[src/rtl/pipe_addsub_pkg.sv]
// rtl/pipe_addsub_pkg.sv - shared mode encoding, chunk sizing and full-adder cell
package pipe_addsub_pkg;

  typedef enum logic {
    MODE_ADD = 1'b0,
    MODE_SUB = 1'b1
  } mode_e;

  // Bits handled by each pipeline stage.
  function automatic int chunk_width(input int width, input int stages);
    return width / stages;
  endfunction

  // The word must split evenly into at least one chunk.
  function automatic bit width_ok(input int width, input int stages);
    return (stages >= 1) && (width % stages == 0);
  endfunction

  // Single-bit full-adder cell: returns {carry_out, sum}.
  function automatic logic [1:0] full_add(input logic x, input logic y, input logic ci);
    return {(x & y) | (x & ci) | (y & ci), x ^ y ^ ci};
  endfunction

endpackage

[src/rtl/pipe_addsub_chunk.sv]
// rtl/pipe_addsub_chunk.sv - combinational ripple adder for one pipeline chunk
module addsub_chunk
  import pipe_addsub_pkg::*;
#(
  parameter int W = 4
) (
  input  logic [W-1:0] a,
  input  logic [W-1:0] b,
  input  logic         ci,
  output logic [W-1:0] s,
  output logic         co,
  output logic         c_msb
);

  logic       c;
  logic [1:0] fa_r;

  // Ripple the carry through W full-adder cells; c_msb is the carry into the top bit.
  always_comb begin
    s     = '0;
    c     = ci;
    c_msb = ci;
    fa_r  = '0;
    for (int i = 0; i < W; i++) begin
      if (i == W - 1) c_msb = c;
      fa_r = full_add(a[i], b[i], c);
      s[i] = fa_r[0];
      c    = fa_r[1];
    end
    co = c;
  end

endmodule

[src/rtl/pipe_addsub.sv]
// rtl/pipe_addsub.sv - pipelined add/sub with carry registered between chunks
module pipe_addsub
  import pipe_addsub_pkg::*;
#(
  parameter int WIDTH  = 16,
  parameter int STAGES = 4
) (
  input  logic             clk,
  input  logic             rst,
  input  logic             in_valid,
  output logic             in_ready,
  input  logic [WIDTH-1:0] a,
  input  logic [WIDTH-1:0] b,
  input  logic             cin,
  input  logic             sub,
  output logic             out_valid,
  input  logic             out_ready,
  output logic [WIDTH-1:0] sum,
  output logic             cout,
  output logic             ovf
);

  localparam int CHUNK = chunk_width(WIDTH, STAGES);

  if (!width_ok(WIDTH, STAGES)) begin : g_bad_width
    $error("pipe_addsub: WIDTH must be a multiple of STAGES and STAGES >= 1");
  end

  // Register k holds the beat after stage k has added chunk k.
  logic [STAGES-1:0]            valid_q, valid_d;
  logic [STAGES-1:0]            carry_q, carry_d;
  logic [STAGES-1:0][WIDTH-1:0] sum_q, sum_d;
  logic [STAGES-1:0][WIDTH-1:0] a_q, a_d;
  logic [STAGES-1:0][WIDTH-1:0] b_q, b_d;
  logic                         ovf_q, ovf_d;

  // What each stage sees on its input side.
  logic [STAGES-1:0]            stg_v, stg_c;
  logic [STAGES-1:0][WIDTH-1:0] stg_a, stg_b, stg_sum;

  logic [STAGES-1:0][CHUNK-1:0] chunk_s;
  logic [STAGES-1:0]            chunk_co, chunk_cmsb;

  logic is_sub;
  logic adv;

  assign is_sub    = (mode_e'(sub) == MODE_SUB);
  assign out_valid = valid_q[STAGES-1];
  assign adv       = !out_valid || out_ready;
  assign in_ready  = adv;
  assign sum       = sum_q[STAGES-1];
  assign cout      = carry_q[STAGES-1];
  assign ovf       = ovf_q;

  // Stage 0 takes the ports (b inverted with carry-in forced for subtract); later stages take the previous register.
  always_comb begin
    stg_v[0]   = in_valid;
    stg_a[0]   = a;
    stg_b[0]   = is_sub ? ~b : b;
    stg_c[0]   = is_sub ? 1'b1 : cin;
    stg_sum[0] = '0;
    for (int k = 1; k < STAGES; k++) begin
      stg_v[k]   = valid_q[k-1];
      stg_a[k]   = a_q[k-1];
      stg_b[k]   = b_q[k-1];
      stg_c[k]   = carry_q[k-1];
      stg_sum[k] = sum_q[k-1];
    end
  end

  for (genvar k = 0; k < STAGES; k++) begin : g_stage
    addsub_chunk #(.W(CHUNK)) u_chunk (
      .a     (stg_a[k][k*CHUNK +: CHUNK]),
      .b     (stg_b[k][k*CHUNK +: CHUNK]),
      .ci    (stg_c[k]),
      .s     (chunk_s[k]),
      .co    (chunk_co[k]),
      .c_msb (chunk_cmsb[k])
    );
  end

  // Shift the whole pipe on adv, otherwise hold every register (global stall).
  always_comb begin
    valid_d = valid_q;
    carry_d = carry_q;
    sum_d   = sum_q;
    a_d     = a_q;
    b_d     = b_q;
    ovf_d   = ovf_q;
    if (adv) begin
      valid_d = stg_v;
      carry_d = chunk_co;
      a_d     = stg_a;
      b_d     = stg_b;
      for (int k = 0; k < STAGES; k++) begin
        sum_d[k]                    = stg_sum[k];
        sum_d[k][k*CHUNK +: CHUNK]  = chunk_s[k];
      end
      ovf_d = chunk_co[STAGES-1] ^ chunk_cmsb[STAGES-1];
    end
  end

  // Pipeline registers; reset clears every in-flight beat and the result outputs.
  always_ff @(posedge clk) begin
    if (rst) begin
      valid_q <= '0;
      carry_q <= '0;
      sum_q   <= '0;
      a_q     <= '0;
      b_q     <= '0;
      ovf_q   <= 1'b0;
    end else begin
      valid_q <= valid_d;
      carry_q <= carry_d;
      sum_q   <= sum_d;
      a_q     <= a_d;
      b_q     <= b_d;
      ovf_q   <= ovf_d;
    end
  end

  // Already-consumed operand chunks and lower-stage carry-into-MSB are not needed downstream.
  logic unused_ok;
  assign unused_ok = ^{a_q, b_q, chunk_cmsb};

endmodule

[config.mk]
export PLATFORM = sky130hd
export DESIGN_NAME = pipe_addsub
export DESIGN_NICKNAME = d
export VERILOG_FILES = /design/src/rtl/pipe_addsub_pkg.sv /design/src/rtl/pipe_addsub_chunk.sv /design/src/rtl/pipe_addsub.sv
export SDC_FILE = /design/constraint.sdc
export NUM_CORES = 1
export LEC_CHECK = 0
export CAP_MARGIN = 20
export CORE_MARGIN = 3
export CORE_UTILIZATION = 25
export DETAILED_ROUTE_END_ITERATION = 6
export GPL_TIMING_DRIVEN = 0
export HOLD_SLACK_MARGIN = 0.1
export SKIP_LAST_GASP = 1
export SLEW_MARGIN = 20
export SYNTH_ARGS = -nofsm -noshare
export SYNTH_HDL_FRONTEND = slang
export SYNTH_SLANG_ARGS = --single-unit
[constraint.sdc]
create_clock -name clk -period 2.6 [get_ports clk]
set_input_delay 0.52 -clock clk [delete_from_list [all_inputs] [get_ports clk]]
set_output_delay 0.52 -clock clk [all_outputs]
set_load 0.05 [all_outputs]
==> flow_summary.ini <==
[status]
status = finished, final reports clean

[place]
dp_hpwl_um = 7160
port_buffers = 55
dpl.cell_count = 725
place.gp.congestion = 0.826

[floorplanning]
die_h_um = 132
coreArea_sq_um = 15400
start_util_pct = 25.9
rows = 45
io_pins = 58
dieArea_sq_um = 17500
dieWidth_um = 132

[setup_path]
cpPeakStageDelay_ns = 0.50
crit_top_cell = buf_6
slowest_stage = clkdlybuf4s50_1
critical_path.endpoint_type = primary output
critPathRequiredTime_ns = 2.08
critPathArrivalTime_ns = 2.02
crit_type = in -> out
worstPathMaxFanout = 10
path_cells = clkdlybuf4s50_1 > nor2b_4 > buf_6 > inv_4 > buf_6 > buf_6 > clkdlybuf4s15_2
cp-start-kind = input port

[synthesis]
synth.distinct_cells = 17
syn_nets = 513
syn_avg_cell_area_sq_um = 8.70
syn_area_sq_um = 3990
ys_seq_area_share_pct = 48.7
syn-instance-count = 459
synth_warnings = 0
yosys_register_bits = 97

[route]
wirelength_um = 9600
drtIter0Drc = 163
first_pass_iters = 4
drtAntennaViolNets = 0
wl_per_cell_um = 13.0
vias_per_cell = 4.24
drt_drc_violations_left = 0
vias = 3145

[clock_network]
cts_max_level = 3
clockBufferDepth = 2
post-cts-setup-buffer-count = 0
path_clk_slew_ns = 0.07
cts_made_buffers = 9
clk_latency_ns = 0.35
root_buffer = clkbuf_16
cts.sinks = 97
cts_tree = yes

[sta]
worst_pin_slew_ns = 0.873
slew_violations = 0
rsz0062_at_grt = false
relSlewSlack_pct = 41.8
finalHoldViolCount = 0
max_freq_mhz = 394
final.period_utilization_pct = 97.6
finalSetupViolations = 0
setup-tns-final_ns = 0
period_needed_ns = 2.54
clock_skew_ns = 0.00856

[layout]
fin_nets = 579
utilization_pct = 33.3
layout-drive-gt1-share_pct = 11.3
diodes = 0
syn2layout_area_growth_pct = 28.9
layout.cells.non_filler = 741

[global_routing]
antenna_found_initial = 0
grt_use_total_pct = 11.6
overflow = 0
grt_first_pass_wirelength_um = 16200
grt_max_degree = 17
grt_pass1_vias = 3273

[power_and_ir_drop]
power_density_nw_per_um2 = 662
peakVddDrop_uv = 319
p_leak_nw = 1.92

[hold_path]
worstHoldPathType = reg -> reg

[run]
max-cap-violations = 0
-- report_power, final --
part	internal, mW	switching, mW	total [mW]
registers	1.58	0.0532	1.64
clock network	0.803	0.574	1.38
logic	0.181	0.211	0.392
-- area by class of cell --
cell class | instances | area (sq um)
clock inverters | 5 | 60.1
fillers | 1616 | 10300
well taps | 211 | 264
inverters | 26 | 100
clock buffers | 11 | 253
repair buffers | 55 | 554
multi-input cells | 302 | 1770
flip-flops and latches | 97 | 1940
plain buffers | 34 | 201
-- stage by stage --
stage               instance area [sq um]  hold WS, ns  setup slack, ns  power, mW
floorplan                            4010        0.432           0.0156       1.91
global placement                     4820        0.438           -0.382       2.06
detailed placement                   4820        0.446           -0.369       2.06
CTS                                  5140        0.455           0.0491       3.44
global route                         5140        0.473          0.00941       3.54
finish                               5140        0.451           0.0633       3.41
-- synth_stat cells --
| cell type | count | area, sq um |
|---|---|---|
| a211oi_1 | 5 | 37.5 |
| a211oi_2 | 18 | 225 |
| a21oi_1 | 73 | 365 |
| buf_2 | 11 | 55.1 |
| buf_4 | 5 | 37.5 |
| buf_6 | 4 | 45.0 |
| clkbuf_1 | 14 | 52.6 |
| dfxtp_1 | 97 | 1940 |
| fa_1 | 16 | 320 |
| inv_1 | 25 | 93.8 |
| inv_4 | 1 | 6.26 |
| nand2_1 | 146 | 548 |
| nor2_1 | 25 | 93.8 |
| nor2b_4 | 1 | 13.8 |
| or2_2 | 1 | 6.26 |
| xnor2_1 | 13 | 114 |
| xor2_1 | 4 | 35.0 |
-- cells by family (layout without fill, tap and decap cells) --
family / after synthesis / count (layout) / share of synthesized area, %
compound gates: 96 / 96 / 15.7
buf+inv: 60 / 131 / 7.27
fa+ha+maj: 16 / 16 / 8.03
simple gates: 173 / 173 / 16.6
xor+xnor: 17 / 17 / 3.73
flops: 97 / 97 / 48.7
-- critical path: cells and delay by family --
| family | cells | cell delay (ns) |
|---|---|---|
| AND/OR/NAND/NOR | 1 | 0.05 |
| buffers and inverters | 6 | 1.43 |
-- placed cells by master (no fill, tap or decap), types with 3 or more instances in the layout --
cell type / n
nand2_1: 146
dfxtp_1: 97
a21oi_1: 73
clkdlybuf4s50_1: 53
inv_1: 25
nor2_1: 25
a211oi_2: 18
fa_1: 15
clkbuf_1: 14
xnor2_1: 13
buf_2: 11
clkbuf_16: 9
buf_6: 5
a211oi_1: 5
xor2_1: 3
buf_4: 3
-- path summary, 6_finish.rpt --
kind | from | depth (start not counted) | slack (ns) | endpoint
max | out_ready | 7 | 0.06 | in_ready
min | stg_sum[58] | 2 | 0.45 | stg_sum[58]
max reg2reg | a_q[44] | 10 | 0.32 | ovf
min reg2reg | stg_sum[58] | 2 | 0.45 | stg_sum[58]
-- registers in the layout, indices dropped and copies added, names as in the netlist --
signal	count
ovf	1
a_q	24
carry_q	4
stg_sum	24
sum	16
valid_q	4
b_q	24
-- layer usage --
| metal | wire, um | part of all wire [%] | vias up | GRT usage [%] |
|---|---|---|---|---|
| met2 | 4650 | 48 | 67 | 18.8 |
| met1 | 4330 | 45 | 1472 | 15.0 |
| met5 | 0 | 0 | - | 0 |
| met4 | 162 | 1.7 | 0 | 4.68 |
| li1 | - | - | 1594 | - |
| met3 | 459 | 4.8 | 12 | 2.40 |
-- what timing repair did --
| action | CTS | global route |
|---|---|---|
| hold buffers | 0 | 0 |
| setup endpoints to repair | 1 | 1 |
| gates resized for setup | 3 | 2 |
| pin swaps | 0 | 1 |
No activity file was read; power rests on OpenSTA's default activity.
